===== src/rtl/dmem_dump_pkg.sv =====
// Shared types for the post-run data-memory dump block.
package dmem_dump_pkg;

    typedef enum logic [2:0] {
        DUMP_IDLE,
        DUMP_READ,
        DUMP_WAIT,
        DUMP_SEND,
        DUMP_FIN
    } dump_state_t;

    localparam int DUMP_DATA_W = 8;

endpackage


===== src/rtl/dmem_dump_if.sv =====
// Data-memory read port plus valid/ready byte stream used by dmem_dump.
// master = the dumper, slave = memory/sink side.
interface dmem_dump_if #(
    parameter int ADDR_W = 8
);
    logic              dm_rd_en;
    logic [ADDR_W-1:0] dm_rd_addr;
    logic [7:0]        dm_rd_data;
    logic [7:0]        tx_data;
    logic              tx_valid;
    logic              tx_ready;
    logic              tx_last;

    modport master (
        output dm_rd_en, dm_rd_addr, tx_data, tx_valid, tx_last,
        input  dm_rd_data, tx_ready
    );

    modport slave (
        input  dm_rd_en, dm_rd_addr, tx_data, tx_valid, tx_last,
        output dm_rd_data, tx_ready
    );
endinterface


===== src/rtl/dmem_dump.sv =====
// Drains a window of data memory over a byte stream once the core halts.
// DMEM_DUMP_CHECKSUM_EN appends a mod-256 sum byte after the data bytes.
//
// state | meaning
// IDLE  | waiting for core done, outputs quiet
// READ  | read strobe for the current index
// WAIT  | memory data arrives, captured into the tx register
// SEND  | byte presented until the sink accepts it
// FIN   | dump complete, sticky until start
module dmem_dump
    import dmem_dump_pkg::*;
#(
    parameter int ADDR_W = 8,
    parameter int BASE   = 0,
    parameter int COUNT  = 5
) (
    input  logic             clk,
    input  logic             start,
    input  logic             done,
    dmem_dump_if.master      bus,
    output logic             busy,
    output logic             dump_done
);

    localparam logic [ADDR_W-1:0] BASE_A   = ADDR_W'(BASE);
    localparam logic [ADDR_W:0]   LAST_IDX = (ADDR_W+1)'(COUNT - 1);
    localparam logic              EMPTY    = (COUNT == 0);

    dump_state_t       state_q, state_d;
    logic [ADDR_W:0]   idx_q;
    logic [7:0]        data_q;
    logic              hs;
    logic              at_last;

`ifdef DMEM_DUMP_CHECKSUM_EN
    logic [7:0]        sum_q;
    logic              chk_q;
`endif

    assign hs      = (state_q == DUMP_SEND) && bus.tx_ready;
    assign at_last = (idx_q == LAST_IDX);

    always_comb begin
        state_d        = state_q;
        bus.dm_rd_en   = 1'b0;
        bus.dm_rd_addr = '0;
        bus.tx_valid   = 1'b0;
        bus.tx_data    = '0;
        bus.tx_last    = 1'b0;
        busy           = 1'b0;
        dump_done      = 1'b0;

        case (state_q)
            DUMP_IDLE: begin
                if (done) begin
`ifdef DMEM_DUMP_CHECKSUM_EN
                    state_d = EMPTY ? DUMP_SEND : DUMP_READ;
`else
                    state_d = EMPTY ? DUMP_FIN : DUMP_READ;
`endif
                end
            end
            DUMP_READ: begin
                bus.dm_rd_en   = 1'b1;
                bus.dm_rd_addr = BASE_A + idx_q[ADDR_W-1:0];
                busy           = 1'b1;
                state_d        = DUMP_WAIT;
            end
            DUMP_WAIT: begin
                busy    = 1'b1;
                state_d = DUMP_SEND;
            end
            DUMP_SEND: begin
                bus.tx_valid = 1'b1;
                bus.tx_data  = data_q;
                busy         = 1'b1;
`ifdef DMEM_DUMP_CHECKSUM_EN
                bus.tx_last  = chk_q;
                if (hs) begin
                    if (chk_q)        state_d = DUMP_FIN;
                    else if (at_last) state_d = DUMP_SEND;
                    else              state_d = DUMP_READ;
                end
`else
                bus.tx_last  = at_last;
                if (hs) state_d = at_last ? DUMP_FIN : DUMP_READ;
`endif
            end
            DUMP_FIN: begin
                dump_done = 1'b1;
            end
            default: state_d = DUMP_IDLE;
        endcase
    end

    always_ff @(posedge clk) begin
        if (start) begin
            state_q <= DUMP_IDLE;
            idx_q   <= '0;
            data_q  <= '0;
`ifdef DMEM_DUMP_CHECKSUM_EN
            sum_q   <= '0;
            chk_q   <= 1'b0;
`endif
        end else begin
            state_q <= state_d;
            case (state_q)
                DUMP_IDLE: begin
                    if (done) begin
                        idx_q  <= '0;
                        data_q <= '0;
`ifdef DMEM_DUMP_CHECKSUM_EN
                        sum_q  <= '0;
                        // an empty window goes straight to the (zero) checksum byte
                        chk_q  <= EMPTY;
`endif
                    end
                end
                DUMP_WAIT: data_q <= bus.dm_rd_data;
                DUMP_SEND: begin
                    if (hs) begin
`ifdef DMEM_DUMP_CHECKSUM_EN
                        if (!chk_q) begin
                            idx_q <= idx_q + 1'b1;
                            sum_q <= sum_q + data_q;
                            if (at_last) begin
                                data_q <= sum_q + data_q;
                                chk_q  <= 1'b1;
                            end
                        end
`else
                        idx_q <= idx_q + 1'b1;
`endif
                    end
                end
                default: ;
            endcase
        end
    end

endmodule


===== src/flat_wrapper.sv =====
// flat-port wrapper written by rule: the top's interface ports become plain ports
module dmem_dump_flat import dmem_dump_pkg::*;
#(
    parameter int ADDR_W = 8,
    parameter int BASE   = 0,
    parameter int COUNT  = 5
)
  (clk, start, done, busy, dump_done, bus_dm_rd_en, bus_dm_rd_addr, bus_tx_data, bus_tx_valid, bus_tx_last, bus_dm_rd_data, bus_tx_ready);
  dmem_dump_if #(.ADDR_W(ADDR_W)) bus_i ();
  input  logic clk;
  input  logic start;
  input  logic done;
  output logic busy;
  output logic dump_done;
  output wire logic [$bits(bus_i.dm_rd_en)-1:0] bus_dm_rd_en;
  output wire logic [$bits(bus_i.dm_rd_addr)-1:0] bus_dm_rd_addr;
  output wire logic [$bits(bus_i.tx_data)-1:0] bus_tx_data;
  output wire logic [$bits(bus_i.tx_valid)-1:0] bus_tx_valid;
  output wire logic [$bits(bus_i.tx_last)-1:0] bus_tx_last;
  input wire logic [$bits(bus_i.dm_rd_data)-1:0] bus_dm_rd_data;
  input wire logic [$bits(bus_i.tx_ready)-1:0] bus_tx_ready;
  assign bus_dm_rd_en = bus_i.dm_rd_en;
  assign bus_dm_rd_addr = bus_i.dm_rd_addr;
  assign bus_tx_data = bus_i.tx_data;
  assign bus_tx_valid = bus_i.tx_valid;
  assign bus_tx_last = bus_i.tx_last;
  assign bus_i.dm_rd_data = bus_dm_rd_data;
  assign bus_i.tx_ready = bus_tx_ready;
  dmem_dump #(.ADDR_W(ADDR_W), .BASE(BASE), .COUNT(COUNT)) u_core (.clk(clk), .start(start), .done(done), .bus(bus_i), .busy(busy), .dump_done(dump_done));
endmodule

===== config.mk =====
export PLATFORM = sky130hd
export DESIGN_NAME = dmem_dump_flat
export DESIGN_NICKNAME = d
export VERILOG_FILES = /design/src/rtl/dmem_dump_pkg.sv /design/src/rtl/dmem_dump_if.sv /design/src/rtl/dmem_dump.sv /design/src/flat_wrapper.sv
export SDC_FILE = /design/constraint.sdc
export NUM_CORES = 1
export LEC_CHECK = 0
export BUFFER_PORTS_ARGS = -buffer_cell sky130_fd_sc_hd__clkbuf_2
export CORE_MARGIN = 5
export CORE_UTILIZATION = 55
export CTS_CLUSTER_SIZE = 40
export DETAILED_ROUTE_END_ITERATION = 8
export HOLD_SLACK_MARGIN = 0.03
export PLACE_DENSITY = 0.83
export SLEW_MARGIN = 40
export SYNTH_ARGS = -nofsm -noshare
export SYNTH_HDL_FRONTEND = slang
export SYNTH_SLANG_ARGS = --single-unit

===== constraint.sdc =====
create_clock -name clk -period 4.6 [get_ports clk]
set_input_delay 0.92 -clock clk [delete_from_list [all_inputs] [get_ports clk]]
set_output_delay 0.92 -clock clk [all_outputs]
set_load 0.05 [all_outputs]

# [Yosys cells after proc, flatten, opt, wreduce, memory -nomap -nowiden]
# Index checks and enable logic that the tools add are counted.
[word_totals] out_inout_bits=21 regBits=20 inputBits=12 word_cells=36
[classes] n_reduce_logical=8 muxes=16 addsub=1 n_eq_ne=7 n_bitwise=1
[ops] cell="$mux 8" count=3
[ops] cell="$mux 9" count=2
[ops] cell="$pmux 9 s2" count=1
[ops] cell="$pmux 8 s2" count=1
[ops] cell="$pmux 3 s5" count=1
[ops] cell="$add 9x1->9 const B" count=1
[ops] cell="$eq 9x3->1 const B" count=1
[ops] cell="$mux 3" count=3
[ops] cell="$eq 3x2->1 const B" count=2
[ops] cell="$reduce_and 3->1" count=2
[ops] cell="$mux 1" count=5
[ops] cell="$reduce_bool 2->1" count=2
[ops] cell="$eq 3x1->1 const B" count=1
[ops] cell="$eq 3x3->1 const B" count=1
[ops] cell="$logic_not 3->1" count=1
[ops] cell="$reduce_or 3->1" count=1
[ops] cell="$ne 2x1->1 const B" count=1
[ops] cell="$ne 2x2->1 const B" count=1
[ops] cell="$reduce_and 2->1" count=1
[ops] cell="$logic_and 1x1->1" count=1
[ops] cell="$not 1->1" count=1

# [Depth between registers and ports, before layout]
# Gate-level depths: netlist (run 1).
[logic_depth] word_depth=4 depth_mapped=5 depth_no_buf=5

# [Least setup slack after synthesis (run 1)]
# Ideal clock, no wire load.
[synth_timing] kind="reg-to-output" start="register u_core.state_q[0]" end="output port bus_dm_rd_addr[0]" setup_slack_ps=1814 t_required_ps=3680 n_path_buf=1 path_stages_with_launch=4 t_arrival_ps=1866 path_cell_list="dfxtp_1 > buf_2 > nor3b_2 > and2_1"
[synth_via] elab_chain_cells=2
[synth_lines] element="start, declared" line="dmem_dump.sv:29" source="dump_state_t state_q, state_d;"
[synth_lines] element="start signal, assigned" line="dmem_dump.sv:106" source="state_q <= state_d;"
[synth_lines] element="$eq 3x1->1" line="dmem_dump.sv:53" source="case (state_q)"
[synth_lines] element="$mux 8" line="dmem_dump.sv:53"
[synth_lines] element="end, declared" line="flat_wrapper.sv:16" source="output wire logic [$bits(bus_i.dm_rd_addr)-1:0] bus_dm_rd_addr;"
# Every way passes these cells.

# [Worst setup path in the final report (run 1)]
[layout_timing] start="register u_core.idx_q[0]" end="output port bus_tx_last"
[layout_via] elab_chain_cells=2
[layout_lines] element="start, declared" line="dmem_dump.sv:30" source="logic [ADDR_W:0] idx_q;"
[layout_lines] element="start signal, assigned" line="dmem_dump.sv:132" source="idx_q <= idx_q + 1'b1;"
[layout_lines] element="$eq 9x3->1" line="dmem_dump.sv:41" source="assign at_last = (idx_q == LAST_IDX);"
[layout_lines] element="$mux 1" line="dmem_dump.sv:53"
[layout_lines] element="end, declared" line="flat_wrapper.sv:19" source="output wire logic [$bits(bus_i.tx_last)-1:0] bus_tx_last;"
# Every way passes these cells.

==> metrics.txt, run 1 <==
worst-case reg-to-reg path depth=3; Pwr per Cell Area=260.4 nW/um2; Tcrit/Tclk final=60.58%; slew of the pin with the lowest slew margin=0.5434 ns; # DRC=0; total grt overflow=0; clock skew=0.005033 ns; non-filler instance count after layout=196; sequential area share after synthesis=32.92%; Worst R2R Setup Slack=2.74 ns; row count=17; Synth Flop Type=dfxtp_1; Resize count post-CTS=0; # setup viols final=0; Post-synth EDFFs=0; Final Hold Viols=0; crit end category=primary output; Clock Latency Late Sink=0.30 ns; Hold Path Stages=2; Post-CTS Hold Fix Bufs=0; CTS Sinks=20; Mapped Cells=142; Synth Register Bits=20; Crit Reg-Reg Startpoint=u_core.state_q[2]; vias in the first global route=1103; pre-CTS setup slack=2.140 ns; count leader, synth=dfxtp_1; initial antenna violation count=0; placed cell count=192; Rel. slew slack=63.26%; Design Power=0.3639 mW; Synth Area per Inst=8.565 um2; Worst Setup EP=bus_tx_last; CTS tree=yes; leak pwr=0.5474 nW; Final WS setup=1.813 ns; CTS root buf=clkbuf_4; DRT Pass-1 Iters=4; Starting Density=56.06%; Mapped Nets=156; Synth area leaders=dfxtp_1 33%, and2_1 8.7%, mux2i_1 5.8%; mapped cell area=1216 um2; FMAX=358.8 MHz; global-route wire length before repair=4643 um; Fin Setup TNS=0 ns; clock-pin slew on the worst setup and hold paths=0.12 ns; Area Growth Syn to Fin=14.92%; layout net count=183; Tmin final=2.787 ns; Setup crit start=u_core.idx_q[0]; Core ar.=2170 um2; Worst EP arrival=1.87 ns; area of the die=3252 um2; YS warnings=0; share of cells above drive strength 1=26.19%; top cell type's share of synthesized area=32.92%; DR vias=1130; Distinct cells, synth=33; CTS buffer count=3; Worst Hold Class=reg2reg; number of post-CTS setup repair buffers=0; CP Launch Type=flop; Final Max Tran Viols=0; IO Pins=33; antenna cells=0; Die Height=57.03 um; status=finished clean; synth cell count leaders=20 x dfxtp_1, 17 x and2_1, 12 x a21oi_1, 10 x nand2_1, 9 x o21ai_0; DRT iter0 DRCs=25; Max Cap Violations=0; ys async rst share=0%; Fillers=217; RSZ-0062 raised after global routing=false; largest net degree at the start of global routing=27; Max VDD drop=0.1539 mV; multi-input combinational cell area=754.5 um2; Max Buffers Root-to-Sink=2; WP data required=3.68 ns; DRT antenna net count=0; Synth area leader=dfxtp_1; RR Endpoint=u_core.idx_q[2]; CTS H-Tree Depth=1; Die W=57.03 um; worst setup path class=reg2out; Total Wirelength=2685 um; post-DR vias/cell=5.765; Avg WL per Cell=13.70 um; port buffer count=32; gpl congestion=0.8221; gr usage total=17.44%; Max FO, Critical Path=6; Register Area=400.4 um2
-- worst max-delay path: stages (launching register included) --
cell      delay (ns)
dfxtp_1         0.37
inv_1           0.15
ha_1            0.15
nor4b_1         0.39
and3_1          0.23
clkbuf_2        0.27
-- cell usage in the layout (no fill, tap or decap), types with 3 or more instances in the layout --
cell type	instances
a21oi_1	12
nand3_1	3
or3b_2	3
nor2_1	4
nand4b_1	4
inv_1	3
a211oi_1	5
or3b_1	5
o21ai_0	9
nand3b_1	8
mux2i_1	7
clkbuf_4	3
and2_1	17
dfxtp_1	20
clkbuf_2	32
nand2_1	10
-- final cells by class --
cell class                      instances  share of cell area, %
Inverter                                3                 0.8057
Clock buffer                            4                  2.596
Sequential cell                        20                  28.65
Timing Repair Buffer                   32                  11.46
Tap cell                               28                  2.507
Multi-Input combinational cell        109                  53.98
-- where the power goes --
group / switching, mW / internal [mW] / leakage [nW]
Combinational: 0.0458 / 0.0260 / 0.364
Sequential: 0.0107 / 0.179 / 0.162
Clock: 0.0539 / 0.0482 / 0.0210
-- kinds of logic (layout without fill, tap and decap cells) --
family                   count (synthesis)  count (layout)  synth area share [%]
adder cells (fa/ha/maj)                  2               2                 2.057
buffers and inverters                   13              39                 5.041
multiplexers                             7               7                 5.762
AND/OR/NAND/NOR                         71              71                 38.79
flip-flops                              20              20                 32.92
AO/OA/AOI/OAI                           29              29                 15.43
-- metal layers --
metal | global-route usage (%) | up-vias | part of all wire, %
met2 | 31.65 | 35 | 51
met3 | 3.167 | 4 | 5.8
met1 | 20.41 | 535 | 42
li1 | - | 556 | -
met4 | 5.960 | 0 | 1.4
met5 | 0 | - | 0
-- per-stage QoR --
stage	util [%]	hold WS (ns)	cell area [um2]
3_3_place_gp	62.75	0.4573	1361
6_report	64.42	0.4846	1398
3_5_place_dp	62.75	0.4697	1361
5_1_grt	64.42	0.5100	1398
2_1_floorplan	-	0.4487	1216
4_1_cts	64.42	0.4848	1398
-- state kept, by name, indices dropped and copies added (netlist names) --
name,cells
u_core.data_q,8
u_core.idx_q,9
u_core.state_q,3
-- worst min-delay path by stage --
stage | start | endpoint | slack [ns]
3_3_place_gp | u_core.data_q[4] | u_core.data_q[4] | 0.46
5_1_grt | u_core.data_q[0] | u_core.data_q[0] | 0.51
2_1_floorplan | u_core.data_q[0] | u_core.data_q[0] | 0.45
4_1_cts | u_core.data_q[4] | u_core.data_q[4] | 0.48
6_report | u_core.data_q[4] | u_core.data_q[4] | 0.48
3_5_place_dp | u_core.data_q[4] | u_core.data_q[4] | 0.47
No activity file was read; power rests on OpenSTA's default activity.
==> run 2, diff against run 1 <==
--- a/config.mk
+++ b/config.mk
@@ -7,11 +7,11 @@
 export LEC_CHECK = 0
 export BUFFER_PORTS_ARGS = -buffer_cell sky130_fd_sc_hd__clkbuf_2
 export CORE_MARGIN = 5
-export CORE_UTILIZATION = 55
+export CORE_UTILIZATION = 51
 export CTS_CLUSTER_SIZE = 40
 export DETAILED_ROUTE_END_ITERATION = 8
 export HOLD_SLACK_MARGIN = 0.03
-export PLACE_DENSITY = 0.83
+export PLACE_DENSITY = 0.78
 export SLEW_MARGIN = 40
 export SYNTH_ARGS = -nofsm -noshare
 export SYNTH_HDL_FRONTEND = slang
==> constraint.sdc (replaced) <==
create_clock -name clk -period 2.71 [get_ports clk]
set_input_delay 0.542 -clock clk [delete_from_list [all_inputs] [get_ports clk]]
set_output_delay 0.542 -clock clk [all_outputs]
set_load 0.05 [all_outputs]
==> run 2 against run 1 <==
Against the previous run:
- sequential cell count unchanged
- utilization is 3.0 points lower
- worst hold slack worse by 0.032 ns
- global-route usage down 0.12 points
- clock skew fell by 0.0043 ns
- clock power is 34% higher
- via count decreased by 1.3%
- die area is 6.4% higher
- cell area shrank 0.98%
- register-to-register slack worse by 1.9 ns
- critical path type unchanged
- critical endpoint unchanged
==> metrics.txt, run 2 (synthesis gave the netlist of run 1 again) <==
vias in the first global route=1050; Clock Latency Late Sink=0.29 ns; # setup viols final=0; commonest non-fill, non-tap cell in the layout=clkbuf_2; Die Height=58.83 um; Rel. slew slack=63.10%; DRT Pass-1 Iters=4; Final Max Tran Viols=0; switching share of total power=31.44%; Area Growth Syn to Fin=13.79%; Tcrit/Tclk final=91.66%; IO Pins=33; Final Hold Viols=0; gr usage total=17.32%; row count=17; DP HPWL=1917 um; Max Cap Violations=0; critical path depth=5; post-DR vias/cell=5.718; Avg WL per Cell=13.98 um; initial antenna violation count=0; Starting Density=53.94%; Post-CTS Hold Fix Bufs=0; Fillers=225; Core ar.=2255 um2; worst-case reg-to-reg path depth=3; Top Family by Delay on Critical Path=simple AND/OR/NAND/NOR gates; clock-pin slew on the worst setup and hold paths=0.10 ns; total grt overflow=0; CP Launch Type=flop; CTS tree=yes; layout net count=183; largest net degree at the start of global routing=27; Seq pwr share=55.4%; slew of the pin with the lowest slew margin=0.5458 ns; DRT antenna net count=0; Hold Path Stages=3; critical path, cell by cell=inv_1 > ha_1 > nor4b_1 > and3_1 > clkbuf_2; NetSw=0.1836 mW; worst setup path class=reg2out; clock network power share=23.5%; FMAX=402.6 MHz; gpl congestion=0.8652; Worst Hold Class=in2reg; Tmin final=2.484 ns; Worst R2R Setup Slack=0.81 ns; WP data required=2.17 ns; port buffer count=32; DRT iter0 DRCs=28; number of post-CTS setup repair buffers=0; Biggest register=u_core.idx_q; most frequent cells in the layout=32 x clkbuf_2, 20 x dfxtp_1, 17 x and2_1; status=finished clean; CTS buffer count=3; CP max stage delay=0.46 ns; Max Buffers Root-to-Sink=2; Max FO, Critical Path=6; Worst EP arrival=1.94 ns; leak pwr=0.5402 nW; max FFs per register=9; area of the die=3461 um2; Die W=58.83 um; CP max stage cell=nor4b_1; share of cells above drive strength 1=25.75%; Design Power=0.5839 mW; Int Pwr=0.4003 mW; clock skew=0.0007747 ns; Max VDD drop=0.2781 mV; Combinational Power Share=21.1%; Pwr per Cell Area=422.0 nW/um2; Buffers & Inverters on Critical Path=2; RSZ-0062 raised after global routing=false; CTS Sinks=20; Total Wirelength=2727 um; CTS root buf=clkbuf_4; DR vias=1115; global-route wire length before repair=4754 um; biggest regs=u_core.idx_q (9), u_core.data_q (8), u_core.state_q (3); # DRC=0; crit end category=primary output; antenna cells=0; Resize count post-CTS=0; CTS H-Tree Depth=1; Fin Setup TNS=0 ns
run 2: worst paths after layout:
check | start | endpoint
worst min-delay path | bus_dm_rd_data[4] | u_core.data_q[4]
worst min register to register | u_core.data_q[3] | u_core.data_q[3]
worst max register to register | u_core.state_q[2] | u_core.idx_q[2]
worst max-delay path | u_core.idx_q[0] | bus_tx_last
run 2: per-stage QoR:
| stage | util [%] | instances | worst slack, ns | hold WS, ns | instance area, um2 |
|---|---|---|---|---|---|
| 3_3_place_gp | 60.38 | 192 | 0.6508 | 0.4577 | 1361 |
| 5_1_grt | 61.38 | 195 | 0.1103 | 0.4528 | 1384 |
| 4_1_cts | 61.38 | 195 | 0.2323 | 0.4427 | 1384 |
| 3_5_place_dp | 60.38 | 192 | 0.5967 | 0.4625 | 1361 |
| 2_1_floorplan | - | 142 | 0.3023 | 0.4487 | 1216 |
| 6_report | 61.38 | 195 | 0.2260 | 0.4530 | 1384 |
run 2: per-layer routing:
metal / GRT usage [%] / vias up / routed length, um
met3: 3.070 / 4 / 94
met2: 27.60 / 19 / 1258
met5: 0 / - / 0
met4: 8.091 / 0 / 48
li1: - / 562 / -
met1: 22.52 / 530 / 1325
run 2: layout make-up:
cell class	count	area [um2]	area share, %
multi-input combinational	109	754.5	54.52
sequential	20	400.4	28.93
timing repair buffer	32	160.2	11.57
tap	28	35.03	2.532
clock buffer	3	22.52	1.627
inverter	3	11.26	0.8137
run 2: power by group through the flow:
stage / Clock [mW] / Combinational [mW] / Sequential, mW
floorplan: 0 / 0.112 / 0.316
global placement: 0 / 0.120 / 0.328
detailed placement: 0 / 0.123 / 0.330
CTS: 0.145 / 0.123 / 0.323
global route: 0.158 / 0.135 / 0.327
finish: 0.137 / 0.123 / 0.323
run 2: worst register-to-register path: cells and delay by family, from the launching register on:
family,cells,cell delay (ns)
flip-flops,1,0.69
AND/OR/NAND/NOR,2,1.00
multiplexers,1,0.15
==> run 3, diff against run 2 <==
--- a/config.mk
+++ b/config.mk
@@ -7,11 +7,11 @@
 export LEC_CHECK = 0
 export BUFFER_PORTS_ARGS = -buffer_cell sky130_fd_sc_hd__clkbuf_2
 export CORE_MARGIN = 5
-export CORE_UTILIZATION = 51
+export CORE_UTILIZATION = 50
 export CTS_CLUSTER_SIZE = 40
 export DETAILED_ROUTE_END_ITERATION = 8
 export HOLD_SLACK_MARGIN = 0.03
-export PLACE_DENSITY = 0.78
+export PLACE_DENSITY = 0.77
 export SLEW_MARGIN = 40
 export SYNTH_ARGS = -nofsm -noshare
 export SYNTH_HDL_FRONTEND = slang
==> run 3 against run 2 <==
Against the previous run:
- sequential cell count unchanged
- power is 7.3% higher
- setup slack gained 0.016 ns
- critical path depth is the same
- highest routed layer unchanged
- register-to-register slack gained 0.06 ns
- largest cell class unchanged
- final cell count grew 0.51%
- non-clock buffer count did not move
- clock skew increased by 0.0017 ns
==> metrics.txt, run 3 (synthesis gave the netlist of run 1 again) <==
Hold Crit Start=bus_dm_rd_data[7]; post-DR vias/cell=5.582; Worst R2R Setup Slack=0.87 ns; Max VDD drop=0.3171 mV; vias in the first global route=1005; non-filler instance count after layout=196; global-route wire length before repair=4781 um; initial antenna violation count=0; Die W=59.32 um; layout net count=183; Register Area=400.4 um2; CTS tree=yes; RR Endpoint=u_core.idx_q[3]; DR vias=1094; CTS H-Tree Depth=1; IO Pins=33; Max FO, Critical Path=6; Core ar.=2276 um2; Max Cap Violations=0; DRT antenna net count=0; Rel. slew slack=62.32%; Tcrit/Tclk final=91.07%; max FFs per register=9; most frequent cells in the layout=32 x clkbuf_2, 20 x dfxtp_1, 17 x and2_1; Final Max Tran Viols=0; Crit Reg-Reg Startpoint=u_core.state_q[2]; Clock Latency Late Sink=0.30 ns; Total Wirelength=2710 um; share of cells above drive strength 1=26.19%; gr usage total=17.09%; area of the die=3519 um2; Max Buffers Root-to-Sink=2; Die Height=59.32 um; worst setup path class=reg2out; CP Launch Type=flop; Tmin final=2.468 ns; Biggest register=u_core.idx_q; Fillers=208; largest net degree at the start of global routing=27; total grt overflow=0; port buffer count=32; FMAX=405.2 MHz; worst-case reg-to-reg path depth=3; WP data required=2.17 ns; gpl congestion=0.8322; biggest regs=u_core.idx_q (9), u_core.data_q (8), u_core.state_q (3); DRT Pass-1 Iters=4; Resize count post-CTS=0; Worst Hold Class=in2reg; DP HPWL=1970 um; placed cell count=192; # DRC=0; Avg WL per Cell=13.83 um; DRT iter0 DRCs=16; RSZ-0062 raised after global routing=false; commonest non-fill, non-tap cell in the layout=clkbuf_2; Worst EP arrival=1.93 ns; Pwr per Cell Area=448.3 nW/um2; Final Hold Viols=0; number of post-CTS setup repair buffers=0; clock skew=0.002466 ns; leak pwr=0.5474 nW; Setup crit start=u_core.idx_q[0]; clock-pin slew on the worst setup and hold paths=0.13 ns; antenna cells=0; Area Growth Syn to Fin=14.92%; crit end category=primary output; Starting Density=53.44%; CTS buffer count=3; Hold EP=u_core.data_q[7]; row count=17; Post-CTS Hold Fix Bufs=0; multi-input combinational cell area=754.5 um2; Hold Path Stages=3; CTS root buf=clkbuf_4; Fin Setup TNS=0 ns; CTS Sinks=20; status=finished clean; slew of the pin with the lowest slew margin=0.5573 ns; # setup viols final=0; fin util=61.41%
-- run 3: changes by cell type in the layout (fill, tap and decap cells not counted), sizes merged --
cell | previous run | this run
clkbuf | 35 | 36
-- run 3: through the flow --
step | hold slack, ns | power [mW] | area, um2 | setup slack, ns
after floorplan | 0.4487 | 0.4283 | 1216 | 0.3023
after global placement | 0.4570 | 0.4486 | 1361 | 0.6548
after detailed placement | 0.4647 | 0.4510 | 1361 | 0.6057
after CTS | 0.4461 | 0.6288 | 1398 | 0.2451
after global routing | 0.4335 | 0.6596 | 1398 | 0.05342
final | 0.4402 | 0.6265 | 1398 | 0.2420
-- run 3: final cells by class --
type,instances,area share [%]
multi-input combinational,109,53.98
timing repair buffer,32,11.46
sequential,20,28.65
inverter,3,0.8057
clock buffer,4,2.596
tap,28,2.507
-- run 3: critical path, stage by stage (launching register included) --
cell      delay, ns
dfxtp_1        0.39
inv_1          0.16
ha_1           0.16
nor4b_1        0.41
and3_1         0.23
clkbuf_2       0.27
-- run 3: worst max path at each step --
stage	endpoint	depth (start not counted)
CTS	bus_tx_last	5
global placement	bus_tx_last	5
floorplan	bus_dm_rd_addr[0]	3
detailed placement	bus_tx_last	5
finish	bus_tx_last	5
global route	bus_tx_last	5
-- run 3: layer usage --
metal	track usage (%)	part of all wire [%]	wire length [um]
met4	4.207	0.66	18
met3	3.268	5.1	137
met2	25.27	48	1291
met5	0	0	0
met1	25.16	47	1263
-- run 3: where the power goes --
part | leakage, nW | total, mW | internal [mW] | switching [mW]
Combinational | 0.364 | 0.121 | 0.0441 | 0.0769
Clock | 0.0210 | 0.183 | 0.0818 | 0.101
Sequential | 0.162 | 0.323 | 0.305 | 0.0182
